<file path="src/rtl/pipeline_run_ctrl.sv">
// pipeline_run_ctrl
// -----------------------------------------------------------------------------
// Run/halt/single-step controller for the 4-stage 8-bit pipelined processor.
// It sits beside the fetch stage. It gates PC advance and IF/ID loading with
// fetch_en, and it injects bubbles while the machine is stopped. After fetch
// stops it drains the pipeline for DRAIN_CYC cycles before it reports halt.
// It also counts issued instructions for bring-up and debug.
//
// Build option:
//   RUNCTRL_BP_EN  - when defined, adds the PC breakpoint compare, the sticky
//                    bp_hit flag and the first-RUN-cycle skip. When undefined,
//                    bp_en/bp_addr/pc_if are unused, bp_hit is tied to 0 and
//                    every output is decoded from registers only.
//
// Parameters:
//   PC_W       width of the fetch PC and breakpoint address
//   DRAIN_CYC  cycles needed to empty ID, EX and WB after fetch stops
//   CNT_W      width of the issued-instruction counter
//
// Ports:
//   Clk        clock, rising edge
//   Reset      synchronous active-high reset
//   run_req    pulse: start free-running fetch
//   halt_req   pulse: stop fetch and drain
//   step_req   pulse: issue one instruction, then drain
//   bp_en      breakpoint compare enable
//   bp_addr    breakpoint PC
//   pc_if      PC currently presented to instruction fetch
//   cnt_clr    synchronous clear of issue_cnt
//   fetch_en   1 = PC and IF/ID update this cycle
//   bubble     1 = IF/ID loads a NOP
//   state      current state (IDLE=00, RUN=01, DRAIN=10, STEP=11)
//   halted     1 = pipeline empty and stopped
//   bp_hit     sticky: last stop was caused by the breakpoint
//   issue_cnt  number of cycles with fetch_en=1, wraps
// -----------------------------------------------------------------------------
module pipeline_run_ctrl #(
    parameter int PC_W      = 8,
    parameter int DRAIN_CYC = 3,
    parameter int CNT_W     = 16
) (
    input  logic             Clk,
    input  logic             Reset,
    input  logic             run_req,
    input  logic             halt_req,
    input  logic             step_req,
    input  logic             bp_en,
    input  logic [PC_W-1:0]  bp_addr,
    input  logic [PC_W-1:0]  pc_if,
    input  logic             cnt_clr,
    output logic             fetch_en,
    output logic             bubble,
    output logic [1:0]       state,
    output logic             halted,
    output logic             bp_hit,
    output logic [CNT_W-1:0] issue_cnt
);

    typedef enum logic [1:0] {
        IDLE  = 2'b00,
        RUN   = 2'b01,
        DRAIN = 2'b10,
        STEP  = 2'b11
    } run_state_t;

    localparam int DW = (DRAIN_CYC > 1) ? $clog2(DRAIN_CYC) : 1;
    localparam logic [DW-1:0] DRAIN_LOAD = DW'(DRAIN_CYC - 1);

    run_state_t    cur_state;
    logic [DW-1:0] drain_cnt;

    // Registered versions of fetch_en/bubble, set together with the state so
    // they always match the state being entered.
    logic          fetch_reg;
    logic          bubble_reg;

    // High in a RUN cycle in which the breakpoint suppresses the fetch.
    logic          bp_stop;

`ifdef RUNCTRL_BP_EN
    // Marks the first RUN cycle after IDLE. A match there is ignored so that
    // resuming from a breakpoint issues the instruction at bp_addr.
    logic          first_run;

    assign bp_stop = (cur_state == RUN) && !first_run && bp_en && (pc_if == bp_addr);
`else
    logic          unused_bp_inputs;

    assign unused_bp_inputs = ^{bp_en, bp_addr, pc_if};
    assign bp_stop          = 1'b0;
    assign bp_hit           = 1'b0;
`endif

    assign state    = cur_state;
    assign fetch_en = fetch_reg & ~bp_stop;
    assign bubble   = bubble_reg | bp_stop;

    // Main controller FSM. Each transition also loads the registered outputs
    // for the state being entered. Requests are only acted upon in IDLE (run,
    // step) and RUN (halt). DRAIN and STEP drop all requests, so a pulse that
    // arrives there is lost and is not queued.
    always_ff @(posedge Clk) begin
        if (Reset) begin
            cur_state  <= IDLE;
            drain_cnt  <= '0;
            fetch_reg  <= 1'b0;
            bubble_reg <= 1'b1;
            halted     <= 1'b1;
`ifdef RUNCTRL_BP_EN
            bp_hit     <= 1'b0;
            first_run  <= 1'b0;
`endif
        end else begin
            case (cur_state)
                IDLE: begin
                    if (run_req || step_req) begin
                        cur_state  <= run_req ? RUN : STEP;
                        fetch_reg  <= 1'b1;
                        bubble_reg <= 1'b0;
                        halted     <= 1'b0;
`ifdef RUNCTRL_BP_EN
                        bp_hit     <= 1'b0;
                        first_run  <= run_req;
`endif
                    end
                end

                RUN: begin
`ifdef RUNCTRL_BP_EN
                    first_run <= 1'b0;
                    if (bp_stop) begin
                        bp_hit <= 1'b1;
                    end
`endif
                    if (bp_stop || halt_req) begin
                        cur_state  <= DRAIN;
                        drain_cnt  <= DRAIN_LOAD;
                        fetch_reg  <= 1'b0;
                        bubble_reg <= 1'b1;
                    end
                end

                STEP: begin
                    cur_state  <= DRAIN;
                    drain_cnt  <= DRAIN_LOAD;
                    fetch_reg  <= 1'b0;
                    bubble_reg <= 1'b1;
                end

                DRAIN: begin
                    if (drain_cnt == '0) begin
                        cur_state <= IDLE;
                        halted    <= 1'b1;
                    end else begin
                        drain_cnt <= drain_cnt - DW'(1);
                    end
                end

                default: begin
                    cur_state  <= IDLE;
                    fetch_reg  <= 1'b0;
                    bubble_reg <= 1'b1;
                    halted     <= 1'b1;
                end
            endcase
        end
    end

    // Issued-instruction counter. It counts the final fetch_en, so a cycle
    // cancelled by the breakpoint is not counted. A clear wins over an
    // increment in the same cycle.
    always_ff @(posedge Clk) begin
        if (Reset || cnt_clr) begin
            issue_cnt <= '0;
        end else if (fetch_en) begin
            issue_cnt <= issue_cnt + CNT_W'(1);
        end
    end

endmodule

</file>
<file path="config.mk">
export PLATFORM = sky130hd
export DESIGN_NAME = pipeline_run_ctrl
export DESIGN_NICKNAME = d
export VERILOG_FILES = /design/src/rtl/pipeline_run_ctrl.sv
export SDC_FILE = /design/constraint.sdc
export NUM_CORES = 1
export LEC_CHECK = 0
export ABC_AREA = 1
export BUFFER_PORTS_ARGS = -buffer_cell sky130_fd_sc_hd__buf_4
export CAP_MARGIN = 20
export CORE_MARGIN = 3
export CORE_UTILIZATION = 30
export DETAILED_ROUTE_END_ITERATION = 16
export SETUP_SLACK_MARGIN = 0.15
export SYNTH_ARGS = -nofsm -noshare
export SYNTH_HDL_FRONTEND = slang
export SYNTH_SLANG_ARGS = --single-unit
</file>
<file path="constraint.sdc">
create_clock -name Clk -period 3.5 [get_ports Clk]
set_input_delay 0.7 -clock Clk [delete_from_list [all_inputs] [get_ports Clk]]
set_output_delay 0.7 -clock Clk [all_outputs]
set_load 0.02 [all_outputs]
</file>
# After elaboration in Yosys (flattened, before gate mapping)
# Index checks and enable logic that the tools add are counted.
# op_classes
n_addsub	2
n_mul	0
n_div	0
order_cmp	0
eq_ne	7
shifts	0
mux	15
bitwise	0
reduce_logical	11
# ops
operator	count
adder 16 x 1 -> 16 bit (second input constant)	1
AND reduction 3 bit	4
two-way mux 2 bit	5
!= test 2 bit (second input constant)	4
case mux 2 bit (4 select lines)	1
case mux 1 bit (3 select lines)	2
case mux 2 bit (3 select lines)	1
nonzero test 3 bit	2
two-way mux 1 bit	5
equality test 2 bit (second input constant)	2
logical NOT 2 bit	2
equality test 2 x 1 -> 1 bit (second input constant)	1
logical OR 1 bit	2
case mux 1 bit (2 select lines)	1
nonzero test 2 bit	1
subtractor 2 x 1 -> 2 bit (second input constant)	1
# totals
ff_bits	23
latchBits	0
ramBits	0
romBits	0
input_bits	23
out_inout_bits	22
wordCells	41
mem_count	0

# Depth between registers and ports, before layout
# depth
word_depth	3
depth_mapped	8
ltp_nobuf	7

# Worst setup path after synthesis
# OpenSTA, ideal clock, no wires.
# synth_path
path_kind	reg2reg
start	register issue_cnt[0]
end	register issue_cnt[12]
setup_ns	0.115
arrival_time_ns	1.220
required_ns	3.385
slack_ns	2.164
stages_incl_launch_ff	7
n_path_buf	0
synth_period_minus_slack_ns	1.336
path_cell_list	dfxtp_1 -> ha_1 -> nand2_1 -> nor2_4 -> nand3_1 -> nand2_1 -> a21oi_2
# synth_between
elab_chain_len	1
# synth_rtl
element	line	rtl
start, declared	56	output logic [CNT_W-1:0] issue_cnt
start signal, assigned	176	issue_cnt <= issue_cnt + CNT_W'(1);
adder 16 x 1 -> 16 bit	176	
# No other way between the ends.
# A chain may end at the register's enable or synchronous reset.

# Worst setup path after layout
# layout_path
start	input Reset
end	register issue_cnt[4]
# layout_between
elab_chain_len	1
# layout_rtl
element	line	rtl
start, declared	43	input logic Reset,
logical OR 1 bit	173	if (Reset || cnt_clr) begin
# No other way between the ends.

==> impl_metrics.yaml <==
yosys:
  synthesis.nets: 187
  ys_seq_area_frac: 0.406
  synthMuxAreaShare: 0
  synth_xor_area_frac: 0.0232
  synth_area_per_cell_sq_um: 7.01
  synth_cells: 162
  ys_types: 25
  ys_ff_latch: 23
  synthSimpleGateAreaFrac: 0.325
  synth_compound_gate_area_share: 0.123
  ys_warn_count: 0
  synthAdderAreaFrac: 0.0221
  synth_top_family_by_area: "simple AND/OR/NAND/NOR gates"
  synth_area_sq_um: 1130
finish:
  largest_register_ffs: 16
  final_cell_mix: "nand2_1 (35), buf_4 (26), nor2_1 (23), dfxtp_1 (23), inv_1 (21)"
  largest_register: "issue_cnt"
  area_growth_pct: 24.1
  final_common_cell: "nand2_1"
  drive_above_1_share: 0.222
  fillers: 390
  layout.cells.non_filler: 235
  final_nets: 215
  antennaDiodeCount: 0
timing:
  timing.fmax_mhz: 565
  tightest_slew_ns: 0.732
  slew_headroom: 0.510
  rsz0062_at_grt: "no"
  finalCriticalPeriod_ns: 1.77
  finalHoldViolations: 0
  period_share: 0.506
  finalSetupTns_ns: 0
  fin_skew_ns: 0.00329
  drv_slew: 0
  setup_viol: 0
global_routing:
  antenna_found_initial: 0
  grt_max_degree: 13
  gr-total-overflow: 0
  grt_pass1_vias: 1001
  grt_util_all_layers: 0.123
  grt_pass1_wl_microns: 4260
clock_network:
  path_clk_slew_ns: 0.08
  clk_latency_ns: 0.26
  cts_num_sinks: 23
  hold_buffers: 0
  cts_tree: "yes"
  cts_root_buf: "clkbuf_8"
  cts_inserted_buffers: 3
  htreeDepth: 1
  cts_max_path_buffers: 2
  post_cts_buffers: 0
  ctsResizeCount: 0
critical_path:
  worstPathArrival_ns: 1.95
  worst_ep_required_time_ns: 3.68
  cpMaxStageDelayCell: "nor2_1"
  critPathKind: "input port to register"
  end_kind: "register"
  critical_path.top_delay_family: "simple AND/OR/NAND/NOR gates"
  startpoint_type: "input port"
  path_max_fanout: 11
  cp_slowest_stage_delay_ns: 0.56
  crit_buf_inv: 2
  path_cells: "buf_4 -> nor2_1 -> inv_1 -> a211oi_1"
drt:
  vias: 1033
  drcViolationCount: 0
  dr_wl_met3_microns: 132
  via_per_inst: 4.40
  drt-wirelength-per-cell_microns: 10.0
  wl_met2_microns: 1110
  ant_nets: 0
  first_iter_violations: 47
  drt-pass1-iter-count: 4
  route.top_layer_used: "met4"
  totalWireLength_microns: 2350
  m1WireLength_microns: 1070
job:
  cap_violations: 0
placed_design:
  dp_cells: 231
  dp_hpwl_microns: 1810
  port_buffers: 26
  routabilityCongestion: 0.804
die:
  ios: 45
  die_area_sq_um: 4560
  rows: 21
  start_util: 0.325
  die-height_microns: 67.5
  die_x_microns: 67.5
  core_area_sq_um: 3490
power:
  ir_drop_mv: 0.209
  powerDensity_nw_per_um2: 409
  p_leak_nw: 0.593
status:
  outcome: "complete, no violations"
min_path:
  hold_class: "register to register"
==> kinds of logic (layout without fill, tap and decap cells) <==
group                    count (synthesis)  count (layout)
AO/OA/AOI/OAI                           24              24
XOR/XNOR                                 3               3
adder cells (fa/ha/maj)                  2               2
buffers and inverters                   26              53
flip-flops                              23              23
other                                    1               1
AND/OR/NAND/NOR                         83              83
==> Yosys cell counts, drive strengths merged <==
cell	n	area, sq um
nand2	38	150
nor2	29	139
dfxtp	23	460
inv	23	86.3
nand3	15	75.1
a21oi	14	73.8
o21ai	5	25.0
buf	3	23.8
ha	2	25.0
o211ai	2	15.0
xnor2	2	17.5
a211oi	1	7.51
conb	1	3.75
nor3	1	5.00
o21a	1	7.51
o21bai	1	11.3
xor2	1	8.76
==> per-stage QoR <==
step            util  hold WS, ns  area (sq um)  setup slack [ns]  power (mW)
6_report       0.403        0.466          1410              1.73       0.576
5_1_grt        0.403        0.499          1410              1.67       0.615
4_1_cts        0.403        0.474          1410              1.72       0.586
3_5_place_dp   0.390        0.461          1360              1.44       0.419
3_3_place_gp   0.390        0.454          1360              1.43       0.419
2_1_floorplan      -        0.437          1130              2.16       0.384
==> worst reg2reg max path, cell delays in order (launching register included) <==
cell and delay, ns:
dfxtp_1 0.55, nand3_1 0.18, nor2_1 0.21, nand3_1 0.14
nand2_1 0.12, a21oi_2 0.06
==> power breakdown <==
group / total (mW) / internal (mW) / switching (mW)
logic: 0.114 / 0.0451 / 0.0689
clock network: 0.164 / 0.0813 / 0.0832
registers: 0.298 / 0.280 / 0.0182
==> final cells by class <==
| class | instances | area [sq um] | share of cell area |
|---|---|---|---|
| multi-input combinational | 113 | 564 | 0.401 |
| sequential | 23 | 460 | 0.327 |
| timing repair buffer | 26 | 195 | 0.139 |
| inverter | 23 | 86.3 | 0.0613 |
| tap | 46 | 57.6 | 0.0409 |
| clock buffer | 4 | 45.0 | 0.0320 |
==> routing by layer <==
| metal | vias up | global-route usage |
|---|---|---|
| met2 | 22 | 0.209 |
| met4 | 0 | 0.0532 |
| met5 | - | 0 |
| met3 | 4 | 0.0416 |
| met1 | 448 | 0.139 |
| li1 | 559 | - |
==> path summary, 6_finish.rpt <==
kind	start	to	slack, ns	depth (start not counted)
setup / recovery	Reset	issue_cnt[4]	1.73	4
hold / removal	drain_cnt[1]	drain_cnt[1]	0.47	2
setup reg to reg	fetch_en	issue_cnt[12]	2.16	5
hold reg to reg	drain_cnt[1]	drain_cnt[1]	0.47	2
Power figures use the tool's default switching activity.
